$ cat src/rtl/toggle_cover_collector.sv
// Per-bit toggle coverage: saturating rise/fall counters, a sticky covered mask and a
// serial valid/ready dump of the counts (counts freeze while a dump is in progress).
module toggle_cover_collector #(
  parameter int WIDTH       = 4,
  parameter int CNT_W       = 8,
  parameter int COVER_INDEX = 0,
  parameter int COVER_TOTAL = 10906,
  parameter int IDX_W       = $clog2(WIDTH > 1 ? WIDTH : 2)
) (
  input  logic             clock,
  input  logic             reset,
  input  logic             enable,
  input  logic [WIDTH-1:0] sig,
  input  logic             clear,
  input  logic             dump_req,
  output logic             out_valid,
  input  logic             out_ready,
  output logic [IDX_W-1:0] out_index,
  output logic [CNT_W-1:0] out_rise_cnt,
  output logic [CNT_W-1:0] out_fall_cnt,
  output logic             busy,
  output logic [WIDTH-1:0] covered_mask,
  output logic             all_covered
);

  typedef enum logic {
    S_IDLE,
    S_DUMP
  } state_e;

  localparam logic [CNT_W-1:0] CNT_MAX  = '1;
  localparam logic [IDX_W-1:0] IDX_LAST = IDX_W'(WIDTH - 1);

  if (WIDTH < 1 || COVER_INDEX + WIDTH > COVER_TOTAL) begin : g_param_check
    $error("toggle_cover_collector: bad WIDTH or cover index range");
  end

  state_e           state_q, state_d;
  logic [IDX_W-1:0] idx_q, idx_d;
  logic [WIDTH-1:0] prev_q;
  logic             prev_ok_q;
  logic [CNT_W-1:0] rise_cnt_q [WIDTH];
  logic [CNT_W-1:0] rise_cnt_d [WIDTH];
  logic [CNT_W-1:0] fall_cnt_q [WIDTH];
  logic [CNT_W-1:0] fall_cnt_d [WIDTH];
  logic [WIDTH-1:0] mask_q, mask_d;
  logic             all_q;
  logic [WIDTH-1:0] rise, fall;
  logic             count_en;

  assign rise     = {WIDTH{prev_ok_q & enable}} & ~prev_q & sig;
  assign fall     = {WIDTH{prev_ok_q & enable}} & prev_q & ~sig;
  assign count_en = (state_q == S_IDLE);

  always_comb begin
    state_d = state_q;
    idx_d   = idx_q;
    case (state_q)
      S_IDLE: begin
        if (dump_req) begin
          state_d = S_DUMP;
          idx_d   = '0;
        end
      end
      S_DUMP: begin
        if (out_ready) begin
          if (idx_q == IDX_LAST) begin
            state_d = S_IDLE;
            idx_d   = '0;
          end else begin
            idx_d = idx_q + IDX_W'(1);
          end
        end
      end
      default: begin
        state_d = S_IDLE;
        idx_d   = '0;
      end
    endcase
    // clear aborts any dump and beats a same-cycle dump_req
    if (clear) begin
      state_d = S_IDLE;
      idx_d   = '0;
    end
  end

  always_comb begin
    rise_cnt_d = rise_cnt_q;
    fall_cnt_d = fall_cnt_q;
    mask_d     = mask_q;
    for (int i = 0; i < WIDTH; i++) begin
      if (clear) begin
        rise_cnt_d[i] = '0;
        fall_cnt_d[i] = '0;
        mask_d[i]     = 1'b0;
      end else begin
        if (count_en && rise[i] && rise_cnt_q[i] != CNT_MAX) begin
          rise_cnt_d[i] = rise_cnt_q[i] + CNT_W'(1);
        end
        if (count_en && fall[i] && fall_cnt_q[i] != CNT_MAX) begin
          fall_cnt_d[i] = fall_cnt_q[i] + CNT_W'(1);
        end
        mask_d[i] = mask_q[i] | ((rise_cnt_d[i] != '0) & (fall_cnt_d[i] != '0));
      end
    end
  end

  always_ff @(posedge clock) begin
    if (reset) begin
      state_q    <= S_IDLE;
      idx_q      <= '0;
      prev_q     <= '0;
      prev_ok_q  <= 1'b0;
      rise_cnt_q <= '{default: '0};
      fall_cnt_q <= '{default: '0};
      mask_q     <= '0;
      all_q      <= 1'b0;
    end else begin
      state_q    <= state_d;
      idx_q      <= idx_d;
      // prev keeps tracking sig during a dump so no stale edge appears afterwards
      if (enable) begin
        prev_q <= sig;
      end
      prev_ok_q  <= enable;
      rise_cnt_q <= rise_cnt_d;
      fall_cnt_q <= fall_cnt_d;
      mask_q     <= mask_d;
      all_q      <= &mask_d;
    end
  end

  assign out_valid    = (state_q == S_DUMP);
  assign busy         = (state_q == S_DUMP);
  assign out_index    = idx_q;
  assign out_rise_cnt = rise_cnt_q[idx_q];
  assign out_fall_cnt = fall_cnt_q[idx_q];
  assign covered_mask = mask_q;
  assign all_covered  = all_q;

endmodule

$ cat config.mk
export PLATFORM = sky130hd
export DESIGN_NAME = toggle_cover_collector
export DESIGN_NICKNAME = d
export VERILOG_FILES = /design/src/rtl/toggle_cover_collector.sv
export SDC_FILE = /design/constraint.sdc
export NUM_CORES = 1
export LEC_CHECK = 0
export CAP_MARGIN = 20
export CORE_ASPECT_RATIO = 2
export CORE_MARGIN = 5
export CORE_UTILIZATION = 52
export CTS_CLUSTER_DIAMETER = 200
export DETAILED_ROUTE_END_ITERATION = 7
export PLACE_DENSITY = 0.75
export SYNTH_ARGS = -nofsm -noshare
export SYNTH_HDL_FRONTEND = slang
export SYNTH_SLANG_ARGS = --single-unit
$ cat constraint.sdc
create_clock -name clock -period 3.6 [get_ports clock]
set_input_delay 0.54 -clock clock [delete_from_list [all_inputs] [get_ports clock]]
set_output_delay 0.54 -clock clock [all_outputs]
set_load 0.01 [all_outputs]
Yosys cells after proc, flatten, opt, wreduce, memory -nomap -nowiden:

Cells that the tools add are included.

* reduce and logical (&&, ||, !) cells: 27
* add/sub/neg operators: 9
* bitwise operators: 17
* magnitude comparators: 1
* mux-type cells: 34
* eq/ne operators: 11

Operators by type and width (number)
* two-way mux 8 bit: 20
* adder 8 x 1 -> 8 bit (second input constant): 8
* inequality test 8 bit (second input constant): 8
* nonzero test 8 bit: 8
* binary-select mux 8 bit (select 2 bit): 2
* AND 4 bit: 4
* logical AND 1 bit: 16
* inverter 4 bit: 2
* two-way mux 1 bit: 7
* two-way mux 2 bit: 3
* AND 1 bit: 5
* inequality test 2 bit (second input constant): 2
* bitwise OR 1 bit: 4
* case mux 2 bit (2 select lines): 1
* AND reduction 4 bit: 1
* >= comparator 3 bit (second input constant): 1
* inverter 2 -> 3 bit: 1
* adder 2 x 1 -> 2 bit (second input constant): 1
* == test 2 bit (second input constant): 1
* case mux 1 bit (2 select lines): 1
* AND reduction 2 bit: 1
* OR reduction 2 bit: 1
* inverter 1 bit: 1

* output and inout port bits: 25
* word-level logic and storage cells: 113
* input bits: 10
* register bits after elaboration: 77

Logic depth before layout (Yosys ltp):

* word-level depth: 12
* depth in mapped cells: 10

Least setup slack after synthesis:

No wires, ideal clock.

* path type: input to register
* start: in enable
* end: reg all_q (netlist: all_covered)
* arrival: 2.296 ns
* path buffers: 2
* library setup time: 0.137 ns
* stages on the path: 9
* path slack: 1.167 ns
* cell sequence: buf_6 > and3b_1 > buf_4 > nand3b_1 > a31oi_2 > mux2i_1 > o211ai_1 > o311a_2 > nor4b_4

* word-level cells in the longest chain between the ends: 12
* elaborated cells on any way between the ends: 58
* classes of those cells: mux: 20; bitwise: 13; reduce/logical: 25

Ends and longest elaborated chain
* start: declaration: line 12 `input logic enable,`
* AND 1 bit (*): line 51, 52
* AND 4 bit, on equally long branches (2 in a row): line 51, 52
* logical AND 1 bit, on equally long branches (2 in a row): line 97, 100
* two-way mux 8 bit, on equally long branches: line 97, 100
* two-way mux 8 bit: line 92 `if (clear) begin`
* nonzero test 8 bit: line 103 `mask_d[i] = mask_q[i] | ((rise_cnt_d[i] != '0) & (fall_cnt_d[i] != '0));`
* AND 1 bit: line 103
* bitwise OR 1 bit: line 103
* two-way mux 1 bit: line 92
* AND reduction 4 bit (*): line 129 `all_q <= &mask_d;`
* end signal: assignment: line 129
* end: declaration: line 47 `logic all_q;`

Mark *: on every way between the ends. The rest lies on a longest branch, timed or not. The select of a mux whose other input is x is not followed.
A chain may end at the register's enable or synchronous reset.

Worst setup path in the final report:

Ends and elaborated chain as after synthesis.

==> results <==
- The routed design could run at a clock period as short as 2.92 ns.
- The total number of vias is about 4100.
- In the routed design, unresolved DRC markers number 0.
- In the final routed layout, each cell accounts on average for 18.2 um.
- Excluding fillers, the count of instances in the completed layout stands at 656.
- The final global-route overflow total is 0.
- Traced cell by cell, the critical path runs through clkdlybuf4s50_1, and3b_1, nand3b_1, a31oi_2, mux2i_1, o211ai_1, o311a_2, nor4b_4.
- The number of hold buffers added after CTS was 0.
- Leaving out fill and tap cells, the most frequent cell in the layout is sky130_fd_sc_hd__nor2_1.
- Of the synthesized area, sequential elements account for 0.328.
- The CTS tree is yes.
- The worst setup path is of the primary input to flop kind.
- The summed negative setup slack over all endpoints is 0 ns.
- The slowest stage of the critical path belongs to the cell sky130_fd_sc_hd__clkdlybuf4s50_1.
- The maximum VDD drop is around 0.35 mV.
- Derived from the worst setup path, the maximum achievable clock frequency is roughly 0.34 GHz.
- The synthesis-to-layout area growth is 14.9%.
- The slew of the pin with the lowest slew margin is ~0.76 ns.
- For the final database, setup skew stands at between 0.005 and 0.006 ns.
- The clock edge transition at the registers on the reported setup and hold paths is ~0.060 ns.
- The number of DRC violations after detailed-routing iteration 0 is around 300.
- Clock latency on the worst-skew pair, taken at its later pin, is ~0.34 ns.
- In the finished design, the share of the clock period the worst path needs comes to 0.811.
- The data required time at the worst endpoint is roughly 3.8 ns.
- The cell row count is 49.
- The number of buffers and inverters on the critical path is 1.
- The number of buffers added on ports is 34.
- After the last flow step, the layout net total stands at 569.
- The number of global-route vias before repair was between 4000 and 5000.
- The count of nets left with antenna violations once routing finished came out at 0.
- The peak fanout along the critical path is 6.
- Leaving out fill and tap cells, the most frequent cells in the layout are sky130_fd_sc_hd__nor2_1, sky130_fd_sc_hd__dfxtp_1, sky130_fd_sc_hd__nand2_1, sky130_fd_sc_hd__clkdlybuf4s50_1, sky130_fd_sc_hd__mux2i_1.
- The post-cts sizing count is 0.
- Clock tree synthesis found a total of 77 sinks.
- The overall fraction of global-route tracks in use is 0.223.
- Setup violations remaining at the end of the flow were counted as 0.
- The initial utilization of the core area, before any placement, comes to 0.528.
- After detailed placement, the design holds a cell count of 641.
- Summed over all nets, the half-perimeter wirelength after detailed placement is between 9 and 10 mm.
- Of the cells placed in the final design, the portion with a size suffix greater than 1 is 0.114.
- After detailed routing, the total wire length is approximately 12 mm.
- The die area is about 11000 sq um.
- In this run, distinct cell masters in the synthesized netlist total 63.
- The number of warning messages in the yosys log is 0.
- For this design the ratio of total power to cell area is 352 nW/um^2.
- In the routed layout, each cell is associated on average with a via count of about 6.3.
- The vertical extent of the die is 144 um.
- The pin count of the biggest net entering global routing is 34.
- The most used flip-flop cell after synthesis is sky130_fd_sc_hd__dfxtp_1.
- The headroom to the max-slew limit is 0.494.
- The element type at the critical path start is a primary input.
- Synthesis inferred between 70 and 80 register bits.
- The filler cells instantiated in the layout total 727.
- The cell at the root of the clock tree is sky130_fd_sc_hd__clkbuf_16.
- The leakage power of the design is about 1.8 nW.
- The repair_antennas step left the layout with diodes totalling 0.
- The first global-routing pass estimated approximately 20 mm of wire.
- When the netlist entered floorplanning its net count stood at 546.
- The total setup buffers inserted after CTS is 0.
- The tool flagged a number of max-cap violations equal to 0.
- The number of clock buffers inserted by TritonCTS is 9.
- The run finished with clean final reports.
- The count of boundary I/O pins is 35.
- Before antenna repair, the detailed router went through 6 iterations.
- After synthesis, the share of flip-flops with an asynchronous set or reset is 0.
- The number of enable-type register cells in the synthesized netlist is 0.
- The area of the mapped netlist is approximately 4700 sq um.
- Setup repair after global routing left no endpoint under its margin.
- For the worst setup path, the data arrival time is ~3.2 ns.
- The cell count after synthesis is between 500 and 600.
- The number of antenna violations at the first check in global routing was 0.
- The type of the worst min-delay path is flop to flop.
- At the end of routability-driven placement, the weighted congestion stood at around 0.95.
- The die is roughly 77 um wide.
- The core outline area is 8890 sq um.
- The longest clock path from root to sink contains 2 buffers.
- The worst setup path is captured at a flop.
- On the worst path, the slowest cell contributes a delay of between 0.6 and 0.7 ns.
- In this run the mean area of a mapped cell was 8.91 sq um.
- The post-layout total power is 1.90 mW.
- Broken down by cell family, the worst path's largest delay share belongs to compound AO/OA/AOI/OAI gates.
- The H-tree was split into 3 levels.
- The number of hold violations in the final report is 0.
- The final max-slew violation count came to 0.
[synth_stat cells, drive strengths merged, types with 10 or more instances]
library cell / instances / area share
o21ai: 13 / 0.014
nand4: 18 / 0.024
nand2b: 11 / 0.015
clkbuf: 19 / 0.017
nor3: 17 / 0.020
xor2: 21 / 0.039
dfxtp: 77 / 0.33
xnor2: 22 / 0.041
nor2: 85 / 0.070
nand2: 34 / 0.027
and3: 11 / 0.015
buf: 10 / 0.015
nand3: 24 / 0.026
mux2i: 25 / 0.053
inv: 13 / 0.010
mux4: 16 / 0.078
[flip-flops by register name, summed over array words and instances (netlist names)]
register	count
busy	1
covered_mask	4
fall_cnt_q	32
prev_ok_q	1
prev_q	4
all_covered	1
out_index	2
rise_cnt_q	32
[final timing paths]
check	to	cells after the start	slack, ns	from
worst min-delay path	rise_cnt_q[4]	2	0.54	rise_cnt_q[4]
worst max register to register	all_covered	7	1.04	busy
worst max-delay path	all_covered	8	0.68	enable
worst min register to register	rise_cnt_q[4]	2	0.54	rise_cnt_q[4]
[final cells by class]
| cell class | count | area [sq um] | area share |
|---|---|---|---|
| clock buffer | 11 | 243 | 0.0450 |
| clock inverter | 4 | 72.6 | 0.0135 |
| inverter | 13 | 48.8 | 0.00904 |
| multi-input combinational | 408 | 2960 | 0.548 |
| sequential | 77 | 1540 | 0.286 |
| tap | 102 | 128 | 0.0237 |
| timing repair buffer | 41 | 405 | 0.0751 |
[report_power, final]
group,switching [mW],internal [mW],total (mW)
sequential,0.00712,0.857,0.864
combinational,0.0393,0.0315,0.0708
clock,0.343,0.621,0.964
total,0.390,1.51,1.90
[worst register-to-register path: stages (launching register included)]
cell and delay, ns:
sky130_fd_sc_hd__dfxtp_1 0.43, sky130_fd_sc_hd__and3b_1 0.40, sky130_fd_sc_hd__nand3b_1 0.24, sky130_fd_sc_hd__a31oi_2 0.41, sky130_fd_sc_hd__mux2i_1 0.29, sky130_fd_sc_hd__o211ai_1 0.13
sky130_fd_sc_hd__o311a_2 0.42, sky130_fd_sc_hd__nor4b_4 0.13
[through the flow]
step / hold WS [ns] / util / setup WS, ns / cell area (sq um)
4_1_cts: 0.534 / 0.607 / 0.702 / 5400
3_5_place_dp: 0.524 / 0.571 / 0.373 / 5080
3_3_place_gp: 0.522 / 0.571 / 0.456 / 5080
2_1_floorplan: 0.477 / - / 1.17 / 4700
5_1_grt: 0.574 / 0.607 / 0.496 / 5400
6_report: 0.539 / 0.607 / 0.680 / 5400
[per-layer routing]
metal / track usage / share of wire / vias up
li1: - / - / 1957
met1: 0.236 / 0.37 / 1951
met2: 0.398 / 0.52 / 154
met3: 0.0436 / 0.052 / 60
met4: 0.144 / 0.060 / 0
met5: 0 / 0 / -
[cells by family (layout without fill, tap and decap cells)]
logic type | after synthesis | count (layout) | share of synthesized area
mux | 44 | 44 | 0.138
buf+inv | 42 | 69 | 0.0424
fa+ha+maj | 9 | 9 | 0.0240
compound gates | 66 | 66 | 0.109
xor+xnor | 43 | 43 | 0.0802
flops | 77 | 77 | 0.328
simple gates | 246 | 246 | 0.278
No activity file was read; power rests on OpenSTA's default activity.
